### config.mk
export PLATFORM = sky130hd
export DESIGN_NAME = row_fifo_write_arbiter_flat
export DESIGN_NICKNAME = d
export VERILOG_FILES = /design/src/rtl/row_fifo_write_arbiter_if.sv /design/src/rtl/row_fifo_write_arbiter.sv /design/src/flat_wrapper.sv
export SDC_FILE = /design/constraint.sdc
export NUM_CORES = 1
export LEC_CHECK = 0
export BUFFER_PORTS_ARGS = -buffer_cell sky130_fd_sc_hd__buf_2
export CORE_AREA = 2 2 196 198
export DETAILED_ROUTE_END_ITERATION = 7
export DIE_AREA = 0 0 198 200
export GPL_TIMING_DRIVEN = 0
export PLACE_DENSITY = 0.39
export SKIP_LAST_GASP = 1
export SYNTH_ARGS = -nofsm -noshare
export SYNTH_HDL_FRONTEND = slang
export SYNTH_SLANG_ARGS = --single-unit
### constraint.sdc
create_clock -name clock -period 5.7 [get_ports clock]
set_clock_uncertainty 0.2 [all_clocks]
set_input_delay 1.14 -clock clock [delete_from_list [all_inputs] [get_ports clock]]
set_output_delay 1.14 -clock clock [all_outputs]
set_load 0.01 [all_outputs]
### src/rtl/row_fifo_write_arbiter_if.sv
// row_fifo_write_arbiter_if: producer and row-FIFO signals of the write arbiter; stat_rows exists only with ROW_ARB_STATS_EN
interface row_fifo_write_arbiter_if #(
  parameter int WIDTH = 32,
  parameter int ROW_SIZE = 3,
  parameter int NUM_REQ = 4
);
  logic [NUM_REQ-1:0] req_valid;
  logic [NUM_REQ-1:0] req_last;
  logic [NUM_REQ-1:0] req_ready;
  logic [NUM_REQ-1:0][ROW_SIZE-1:0][WIDTH-1:0] req_data;
  logic fifo_full;
  logic fifo_we;
  logic [ROW_SIZE-1:0][WIDTH-1:0] fifo_data;
  logic [$clog2(NUM_REQ)-1:0] grant_id;
  logic busy;
`ifdef ROW_ARB_STATS_EN
  logic [NUM_REQ-1:0][15:0] stat_rows;
  modport master (
    input req_valid, req_last, req_data, fifo_full,
    output req_ready, fifo_we, fifo_data, grant_id, busy, stat_rows
  );
  modport slave (
    output req_valid, req_last, req_data, fifo_full,
    input req_ready, fifo_we, fifo_data, grant_id, busy, stat_rows
  );
`else
  modport master (
    input req_valid, req_last, req_data, fifo_full,
    output req_ready, fifo_we, fifo_data, grant_id, busy
  );
  modport slave (
    output req_valid, req_last, req_data, fifo_full,
    input req_ready, fifo_we, fifo_data, grant_id, busy
  );
`endif
endinterface

### src/rtl/row_fifo_write_arbiter.sv
// row_fifo_write_arbiter: round-robin burst arbiter sharing one row FIFO write port; ROW_ARB_STATS_EN adds per-requester row counters
module row_fifo_write_arbiter #(
  parameter int WIDTH = 32,
  parameter int ROW_SIZE = 3,
  parameter int NUM_REQ = 4,
  parameter int MAX_BURST = 4
) (
  input logic clock,
  input logic reset_n,
  row_fifo_write_arbiter_if.master bus
);
  localparam int IW = $clog2(NUM_REQ);
  localparam int BW = $clog2(MAX_BURST + 1);
  typedef enum logic {IDLE, OWN} state_t;
  state_t state;
  logic [IW-1:0] grant;
  logic [IW-1:0] last_winner;
  logic [IW-1:0] pick;
  logic [IW-1:0] cand;
  logic [BW-1:0] beats;
  logic own;
  logic xfer;
  // gating with reset_n keeps a reset cycle from writing a row of an abandoned packet
  assign own = state == OWN && reset_n;
  assign xfer = own && bus.req_valid[grant] && !bus.fifo_full;
  assign bus.req_ready = own && !bus.fifo_full ? NUM_REQ'(1) << grant : '0;
  assign bus.fifo_we = xfer;
  assign bus.fifo_data = own ? bus.req_data[grant] : '0;
  assign bus.grant_id = grant;
  assign bus.busy = state == OWN;
  // scan from the farthest candidate down so the nearest valid one after last_winner wins
  always_comb begin
    pick = '0;
    cand = '0;
    for (int k = NUM_REQ; k >= 1; k--) begin
      cand = IW'((int'(last_winner) + k) % NUM_REQ);
      if (bus.req_valid[cand]) pick = cand;
    end
  end
  always_ff @(posedge clock) begin
    if (!reset_n) begin
      state <= IDLE;
      grant <= '0;
      last_winner <= IW'(NUM_REQ - 1);
      beats <= '0;
    end else if (state == IDLE) begin
      if (|bus.req_valid) begin
        state <= OWN;
        grant <= pick;
        beats <= '0;
      end
    end else if (xfer) begin
      beats <= beats + 1'b1;
      if (bus.req_last[grant] || beats == BW'(MAX_BURST - 1)) begin
        state <= IDLE;
        last_winner <= grant;
      end
    end
  end
`ifdef ROW_ARB_STATS_EN
  logic [NUM_REQ-1:0][15:0] stat;
  always_ff @(posedge clock) begin
    if (!reset_n) stat <= '0;
    else if (xfer && stat[grant] != 16'hFFFF) stat[grant] <= stat[grant] + 16'd1;
  end
  assign bus.stat_rows = stat;
`endif
endmodule

### src/flat_wrapper.sv
// flat-port wrapper written by rule: the top's interface ports become plain ports
module row_fifo_write_arbiter_flat 
#(
  parameter int WIDTH = 32,
  parameter int ROW_SIZE = 3,
  parameter int NUM_REQ = 4,
  parameter int MAX_BURST = 4
)
  (clock, reset_n, bus_req_valid, bus_req_last, bus_req_data, bus_fifo_full, bus_req_ready, bus_fifo_we, bus_fifo_data, bus_grant_id, bus_busy);
  row_fifo_write_arbiter_if #(.WIDTH(WIDTH), .ROW_SIZE(ROW_SIZE), .NUM_REQ(NUM_REQ)) bus_i ();
  input logic clock;
  input logic reset_n;
  input wire logic [$bits(bus_i.req_valid)-1:0] bus_req_valid;
  input wire logic [$bits(bus_i.req_last)-1:0] bus_req_last;
  input wire logic [$bits(bus_i.req_data)-1:0] bus_req_data;
  input wire logic [$bits(bus_i.fifo_full)-1:0] bus_fifo_full;
  output wire logic [$bits(bus_i.req_ready)-1:0] bus_req_ready;
  output wire logic [$bits(bus_i.fifo_we)-1:0] bus_fifo_we;
  output wire logic [$bits(bus_i.fifo_data)-1:0] bus_fifo_data;
  output wire logic [$bits(bus_i.grant_id)-1:0] bus_grant_id;
  output wire logic [$bits(bus_i.busy)-1:0] bus_busy;
  assign bus_i.req_valid = bus_req_valid;
  assign bus_i.req_last = bus_req_last;
  assign bus_i.req_data = bus_req_data;
  assign bus_i.fifo_full = bus_fifo_full;
  assign bus_req_ready = bus_i.req_ready;
  assign bus_fifo_we = bus_i.fifo_we;
  assign bus_fifo_data = bus_i.fifo_data;
  assign bus_grant_id = bus_i.grant_id;
  assign bus_busy = bus_i.busy;
  row_fifo_write_arbiter #(.WIDTH(WIDTH), .ROW_SIZE(ROW_SIZE), .NUM_REQ(NUM_REQ), .MAX_BURST(MAX_BURST)) u_core (.clock(clock), .reset_n(reset_n), .bus(bus_i));
endmodule
Yosys cells after proc, flatten, opt, wreduce, memory -nomap -nowiden:

Index checks and enable logic that the tools add are counted.

* muxes and demuxes: 27
* bitwise operators: 1
* equality and inequality tests: 2
* $add $sub $neg: 5
* reductions and logical operators: 11
* order comparisons: 5
* shift operators: 1

Operator list (count)
* $bmux W96 S2: 1
* $mux W96: 2
* $lt A2 B3 Y1 const B: 5
* $bmux W1 S2: 6
* $mux W1: 10
* $mux W3: 3
* $mux W2: 4
* $add A2 B1 Y2 const B: 2
* $add A2 B2 Y2 const B: 2
* $logic_and A1 B1 Y1: 4
* $mux W4: 1
* $reduce_and A2 Y1: 2
* $reduce_or A4 Y1: 1
* $shl A1 B2 Y4 const A: 1
* $add A3 B1 Y3 const B: 1
* $eq A3 B2 Y1 const B: 1
* $reduce_and A3 Y1: 1
* $ne A2 B2 Y1 const B: 1
* $reduce_bool A2 Y1: 1
* $logic_not A1 Y1: 1
* $logic_or A1 B1 Y1: 1
* $not A1 Y1: 1

* register bits after elaboration: 8
* input bits: 395
* output and inout bits: 104
* logic and storage cells: 56

Logic depth before layout (Yosys ltp):

Gate-level depths: netlist of the first run.

* word-level depth: 7
* mapped depth: 6
* depth with buffers taken out: 6

Worst setup path before layout of the first run:

Ideal clock, no wire load.

* path kind: input port to output port
* from: in reset_n
* to: out bus_fifo_data[56]
* buffers on the path: 2
* required time: 4360 ps
* data arrival time: 1956 ps
* path slack: 2404 ps
* cell stages on the path: 4
* cells stage by stage: nand2_1 > clkbuf_1 > clkbuf_1 > nor2b_1

* longest elaborated chain between the ends: 2

Ends and longest elaborated chain
* from (decl): line flat_wrapper.sv:12 `input logic reset_n;`
* $logic_and A1 B1 Y1: line row_fifo_write_arbiter.sv:24 `assign own = state == OWN && reset_n;`
* $mux W96: line row_fifo_write_arbiter.sv:28 `assign bus.fifo_data = own ? bus.req_data[grant] : '0;`
* to (decl): line flat_wrapper.sv:19 `output wire logic [$bits(bus_i.fifo_data)-1:0] bus_fifo_data;`

No other way between the ends.

Final worst setup path of the first run:

* from: in reset_n
* to: out bus_fifo_data[74]

Same word-level chain as after synthesis.

==> impl_metrics.py, run 1 <==
metrics = {
    "critical_path": {
        "path_buf_inv": 4,
        "worstSetupStartpointType": "input port",
        "cp_slowest_stage_delay_ps": 660,
        "path_cells": "buf_2, nand2_1, clkbuf_1, clkbuf_1, nor2b_1, buf_2",
        "setup.worst_path.end_class": "output port",
        "crit_required_ps": 4360,
        "worst-setup-path-type": "input port to output port",
        "setup.worst_path.start": "reset_n",
        "cp_max_fo": 10,
        "cp_slowest_cell": "clkbuf_1",
        "r2r-start": "u_core.bus.grant_id[0]",
        "crit_family": "buffers and inverters",
        "cp.arrival_ps": 3200,
    },
    "floorplanning": {
        "ios": 499,
        "fp.dieW_um": 198,
        "die_area_um2": 39600,
        "initial_utilization_pct": 9.21,
        "die_h_um": 200,
        "floorplan.rows": 71,
        "coreArea_um2": 37400,
    },
    "status": {
        "status": "completed",
    },
    "final_layout": {
        "nFillCells": 4208,
        "areaGrowthSynthToFinish_pct": 93.3,
        "drive_gt1_share_pct": 79.2,
        "final_area_um2": 6660,
        "fin_nets": 1187,
        "final_common_cell": "buf_2",
        "mostFrequentLayoutCells": "513 x buf_2, 97 x mux4_2, 97 x nor2b_1",
    },
    "yosys": {
        "synth_area_um2": 3450,
        "synthDistinctLibCells": 34,
        "syn_inst": 287,
        "yosysTopAreaCell": "mux4_2",
        "synth_seq_cells": 8,
        "ys_seq_area_share_pct": 4.65,
        "syn_nets": 684,
        "ys_warn_count": 0,
        "synth.area.top_cells": "mux4_2 63%, nor2b_1 18%, dfxtp_1 4.6%",
        "synth_top_area_share_pct": 63.4,
        "syn_area_per_cell_um2": 12.0,
    },
    "pwr": {
        "p_total_w": 0.000679,
        "power_density_nw_per_um2": 102,
        "p_leak_nw": 3.17,
        "vdd_ir_drop_max_v": 0.000127,
    },
    "timing": {
        "hold_ws_ps": 281,
        "setup_slack_ps": 1160,
        "finalHoldViolCount": 0,
        "fmax_mhz": 220,
        "period_minus_slack_ps": 4540,
        "post-route-period-util_pct": 79.7,
        "tightest_slew_ps": 1190,
        "setup_violations": 0,
        "rsz0062_at_grt": "false",
        "drv_slew": 0,
        "setup_tns_ps": 0,
        "maxSlewHeadroom_pct": 20.7,
    },
    "cts": {
        "cts_buffers": 3,
        "hold_buffers": 0,
        "clkLatencyLatePin_ps": 230,
        "root_buffer": "clkbuf_16",
        "cts_setup_buffers": 0,
        "cts.sinks": 8,
        "cts_max_level": 1,
        "cts_resized": 0,
        "clockBufferDepth": 2,
        "cts_tree": "built",
        "path_clk_slew_ps": 40,
    },
    "global_route": {
        "grt_pass1_wl_mm": 31.2,
        "grt.total_usage_pct": 10.8,
        "antenna_found_initial": 6,
        "grt_pass1_vias": 4855,
        "grt_max_degree": 11,
        "overflow": 0,
    },
    "placed_design": {
        "routabilityCongestion": 0.825,
        "place_ws_ps": 1000,
        "hpwlAfterDp_mm": 21.2,
        "portBuffers": 498,
        "dpl_cell_area_um2": 6580,
    },
    "detailed_routing": {
        "vias": 4748,
        "wl_per_cell_um": 18.1,
        "drtIter0Drc": 207,
        "detail-route-antenna-nets": 0,
        "first_pass_iters": 4,
        "vias_per_cell": 3.65,
        "routed_wl_mm": 23.6,
        "drc": 0,
    },
    "worst_hold_path": {
        "hold_start": "u_core.beats[1]",
        "hold_class": "register to register",
    },
    "run": {
        "maxCapViolations": 0,
    },
}
-- stage by stage --
stage / util, % / instances
3_3_place_gp: 17.6 / 1296
3_5_place_dp: 17.6 / 1296
4_1_cts: 17.8 / 1299
6_report: 17.8 / 1302
5_1_grt: 17.8 / 1300
2_1_floorplan: - / 287
-- layer usage --
layer  track usage [%]  vias up  part of all wire, %
li1                  -     2171                    -
met1              14.2     2290                   42
met2              18.8      275                   50
met3              2.40        8                  8.4
met4             0.640        4                 0.38
met5                 0        -                 0.11
-- final cells by class --
cell class	instances	area (µm²)	area share, %
Antenna cell	3	7.51	0.113
Buffer	34	176	2.65
Clock buffer	3	75.1	1.13
Inverter	6	22.5	0.338
Multi-Input combinational cell	239	3090	46.3
Sequential cell	8	160	2.40
Tap cell	511	639	9.60
Timing Repair Buffer	498	2490	37.4
-- worst paths after layout --
kind	end	slack [ps]	cells past startpoint
max	bus_fifo_data[74]	1160	6
min	u_core.beats[1]	280	2
max reg2reg	u_core.last_winner[1]	3830	6
min reg2reg	u_core.beats[1]	280	2
-- power by group --
group / internal [W] / switching, W / total, W
registers: 0.0000585 / 0.00000229 / 0.0000608
clock network: 0.0000904 / 0.0000264 / 0.000117
logic: 0.000295 / 0.000206 / 0.000501
total: 0.000444 / 0.000235 / 0.000679
-- synth_stat cells --
| cell type | n |
|---|---|
| inv_2 | 1 |
| a31oi_1 | 1 |
| buf_6 | 1 |
| o31a_1 | 1 |
| ha_1 | 2 |
| mux2i_1 | 3 |
| a21o_1 | 1 |
| and3_1 | 1 |
| and3b_1 | 2 |
| dfxtp_1 | 8 |
| a21oi_1 | 4 |
| nand2_2 | 1 |
| nor3_1 | 1 |
| nor4_1 | 2 |
| clkbuf_1 | 12 |
| a221o_1 | 2 |
| nor2_1 | 4 |
| nand3_1 | 2 |
| a221oi_1 | 1 |
| buf_4 | 6 |
| o221ai_1 | 1 |
| o22ai_1 | 1 |
| o21a_1 | 1 |
| nor2b_1 | 97 |
| buf_2 | 15 |
| inv_1 | 5 |
| o22a_1 | 1 |
| nand2b_1 | 1 |
| nand2_1 | 7 |
| mux4_2 | 97 |
| o21ai_0 | 2 |
| or2_2 | 1 |
| a21oi_2 | 1 |
| a22oi_1 | 1 |
-- registers in the layout, indices dropped and copies added (netlist names) --
name                 cells
u_core.beats             3
u_core.bus.busy          1
u_core.bus.grant_id      2
u_core.last_winner       2
-- cell families (layout without fill, tap and decap cells) --
logic type / count (synthesis) / after routing / share of synthesized area [%]
and+or+nand+nor: 119 / 119 / 20.8
muxes: 100 / 100 / 64.3
buffers and inverters: 40 / 541 / 5.77
AOI/OAI and AO/OA: 18 / 18 / 3.74
DFF: 8 / 8 / 4.65
adders and majority gates: 2 / 2 / 0.726
other: 0 / 3 / 0
-- worst reg2reg max path, stage by stage (launching register included) --
cell and delay [ps]:
dfxtp_1 310, buf_6 140, buf_4 230, nor2b_1 200
a22oi_1 230, nand2_1 110, a221o_1 340
(Power assumes the default switching activity.)
==> run 2: changes to the inputs <==
- CORE_AREA: 2 2 196 198 -> 2 2 192 194
- DIE_AREA: 0 0 198 200 -> 0 0 194 196
- PLACE_DENSITY: 0.39 -> 0.41
- clock period: 5.7 -> 3.7 ns (I/O delays scaled with it)
==> run 2 against run 1 <==
Against the previous run:
- worst hold slack lost 10 ps
- worst setup slack lost 910 ps
- critical path type unchanged
- first-iteration DRC count grew 6.8%
- non-clock buffer count is the same
- flip-flop and latch count is the same
- register-to-register slack lost 2000 ps
- design area shrank 0.81%
- final cell count shrank 3.4%
- utilization grew 0.50 points
- wire length grew 1.3%
- largest power group unchanged
- critical path depth is the same
- via count grew 1.7%
==> impl_metrics.py, run 2 (synthesized netlist as in run 1, its figures left out) <==
metrics = {
    "critical_path": {
        "crit_path_end": "bus_fifo_data[63]",
        "cp_max_fo": 10,
        "timing.rr.end": "u_core.last_winner[0]",
        "crit_required_ps": 2760,
        "setup.worst_path.start": "reset_n",
        "cp.arrival_ps": 2510,
        "worst-setup-path-type": "input port to output port",
        "reg2regPathDepth": 5,
        "r2r_setup_slack_ps": 1810,
        "setup.worst_path.end_class": "output port",
        "worstSetupStartpointType": "input port",
        "r2r-start": "u_core.bus.grant_id[0]",
    },
    "placed_design": {
        "routabilityCongestion": 0.847,
        "portBuffers": 498,
        "place_inst": 1253,
        "hpwlAfterDp_mm": 21.1,
    },
    "detailed_routing": {
        "drc": 0,
        "detail-route-antenna-nets": 0,
        "first_pass_iters": 4,
        "vias": 4830,
        "vias_per_cell": 3.84,
        "routed_wl_mm": 23.9,
        "wl_per_cell_um": 19.0,
        "drtIter0Drc": 221,
    },
    "floorplanning": {
        "coreArea_um2": 36100,
        "ios": 499,
        "die_area_um2": 38000,
        "initial_utilization_pct": 9.55,
        "fp.dieW_um": 194,
        "floorplan.rows": 70,
        "die_h_um": 196,
    },
    "timing": {
        "finalHoldViolCount": 0,
        "post-route-period-util_pct": 93.2,
        "drv_slew": 0,
        "fmax_mhz": 290,
        "maxSlewHeadroom_pct": 31.8,
        "period_minus_slack_ps": 3450,
        "hold_ws_ps": 271,
        "tightest_slew_ps": 1020,
        "rsz0062_at_grt": "false",
        "setup_violations": 0,
        "setup_tns_ps": 0,
    },
    "final_layout": {
        "areaGrowthSynthToFinish_pct": 91.7,
        "instances_no_fill": 1258,
        "fin_nets": 1187,
        "mostFrequentLayoutCells": "513 x buf_2, 97 x mux4_2, 97 x nor2b_1",
        "regMostFlops": "u_core.beats",
        "largest_register_ffs": 3,
        "drive_gt1_share_pct": 79.3,
        "nFillCells": 4085,
        "final_util_pct": 18.3,
        "final_common_cell": "buf_2",
    },
    "global_route": {
        "grt_pass1_wl_mm": 33.1,
        "grt.total_usage_pct": 11.5,
        "overflow": 0,
        "antenna_found_initial": 6,
        "grt_max_degree": 11,
        "grt_pass1_vias": 5005,
    },
    "run": {
        "maxCapViolations": 0,
    },
    "cts": {
        "hold_buffers": 0,
        "path_clk_slew_ps": 40,
        "clockBufferDepth": 2,
        "cts_setup_buffers": 0,
        "cts_resized": 1,
        "cts_tree": "built",
        "root_buffer": "clkbuf_16",
        "cts_buffers": 3,
        "clkLatencyLatePin_ps": 230,
        "cts_max_level": 1,
        "cts.sinks": 8,
    },
    "worst_hold_path": {
        "hold_class": "register to register",
    },
    "pwr": {
        "p_total_w": 0.00105,
        "p_leak_nw": 3.17,
        "vdd_ir_drop_max_v": 0.000178,
        "power_density_nw_per_um2": 160,
    },
    "status": {
        "status": "completed",
    },
}
## run 2: power by group
part           leakage (nW)  switching (W)  internal (W)
clock network        0.0370      0.0000421      0.000139
logic                  3.07       0.000324      0.000455
registers            0.0654     0.00000364     0.0000902
## run 2: final cells by class
type	instances	area [µm²]	area share, %
multi-input cells	239	3090	46.8
repair buffers	498	2490	37.7
well taps	468	586	8.86
plain buffers	34	176	2.67
flip-flops and latches	8	160	2.42
clock buffers	3	75.1	1.14
inverters	6	22.5	0.341
diodes	2	5.00	0.0758
## run 2: stage by stage
stage / cell area, µm² / worst slack [ps]
global route: 6600 / 65.9
CTS: 6600 / 191
global placement: 6520 / -21.4
floorplan: 3450 / 1200
detailed placement: 6520 / -63.9
finish: 6610 / 253
## run 2: per-layer routing
layer,vias to the layer above,routed length [µm],track usage [%]
met5,-,44,0
met4,6,130,0.589
met3,14,1960,2.39
met2,285,11800,20.2
met1,2356,9900,15.3
li1,2169,-,-
## run 2: how the worst min path moves through the flow
| stage | slack (ps) | from | depth (start not counted) | end |
|---|---|---|---|---|
| after global placement | 270 | u_core.beats[1] | 2 | u_core.beats[1] |
| after CTS | 270 | u_core.beats[1] | 2 | u_core.beats[1] |
| after detailed placement | 270 | u_core.beats[1] | 2 | u_core.beats[1] |
| final | 270 | u_core.beats[1] | 2 | u_core.beats[1] |
| after floorplan | 250 | u_core.beats[1] | 2 | u_core.beats[1] |
| after global routing | 300 | u_core.beats[1] | 2 | u_core.beats[1] |
## run 2: critical path, stage by stage
cell	delay, ps
buf_2	140
nand2_2	300
clkbuf_1	480
clkbuf_1	480
nor2b_1	170
buf_2	180
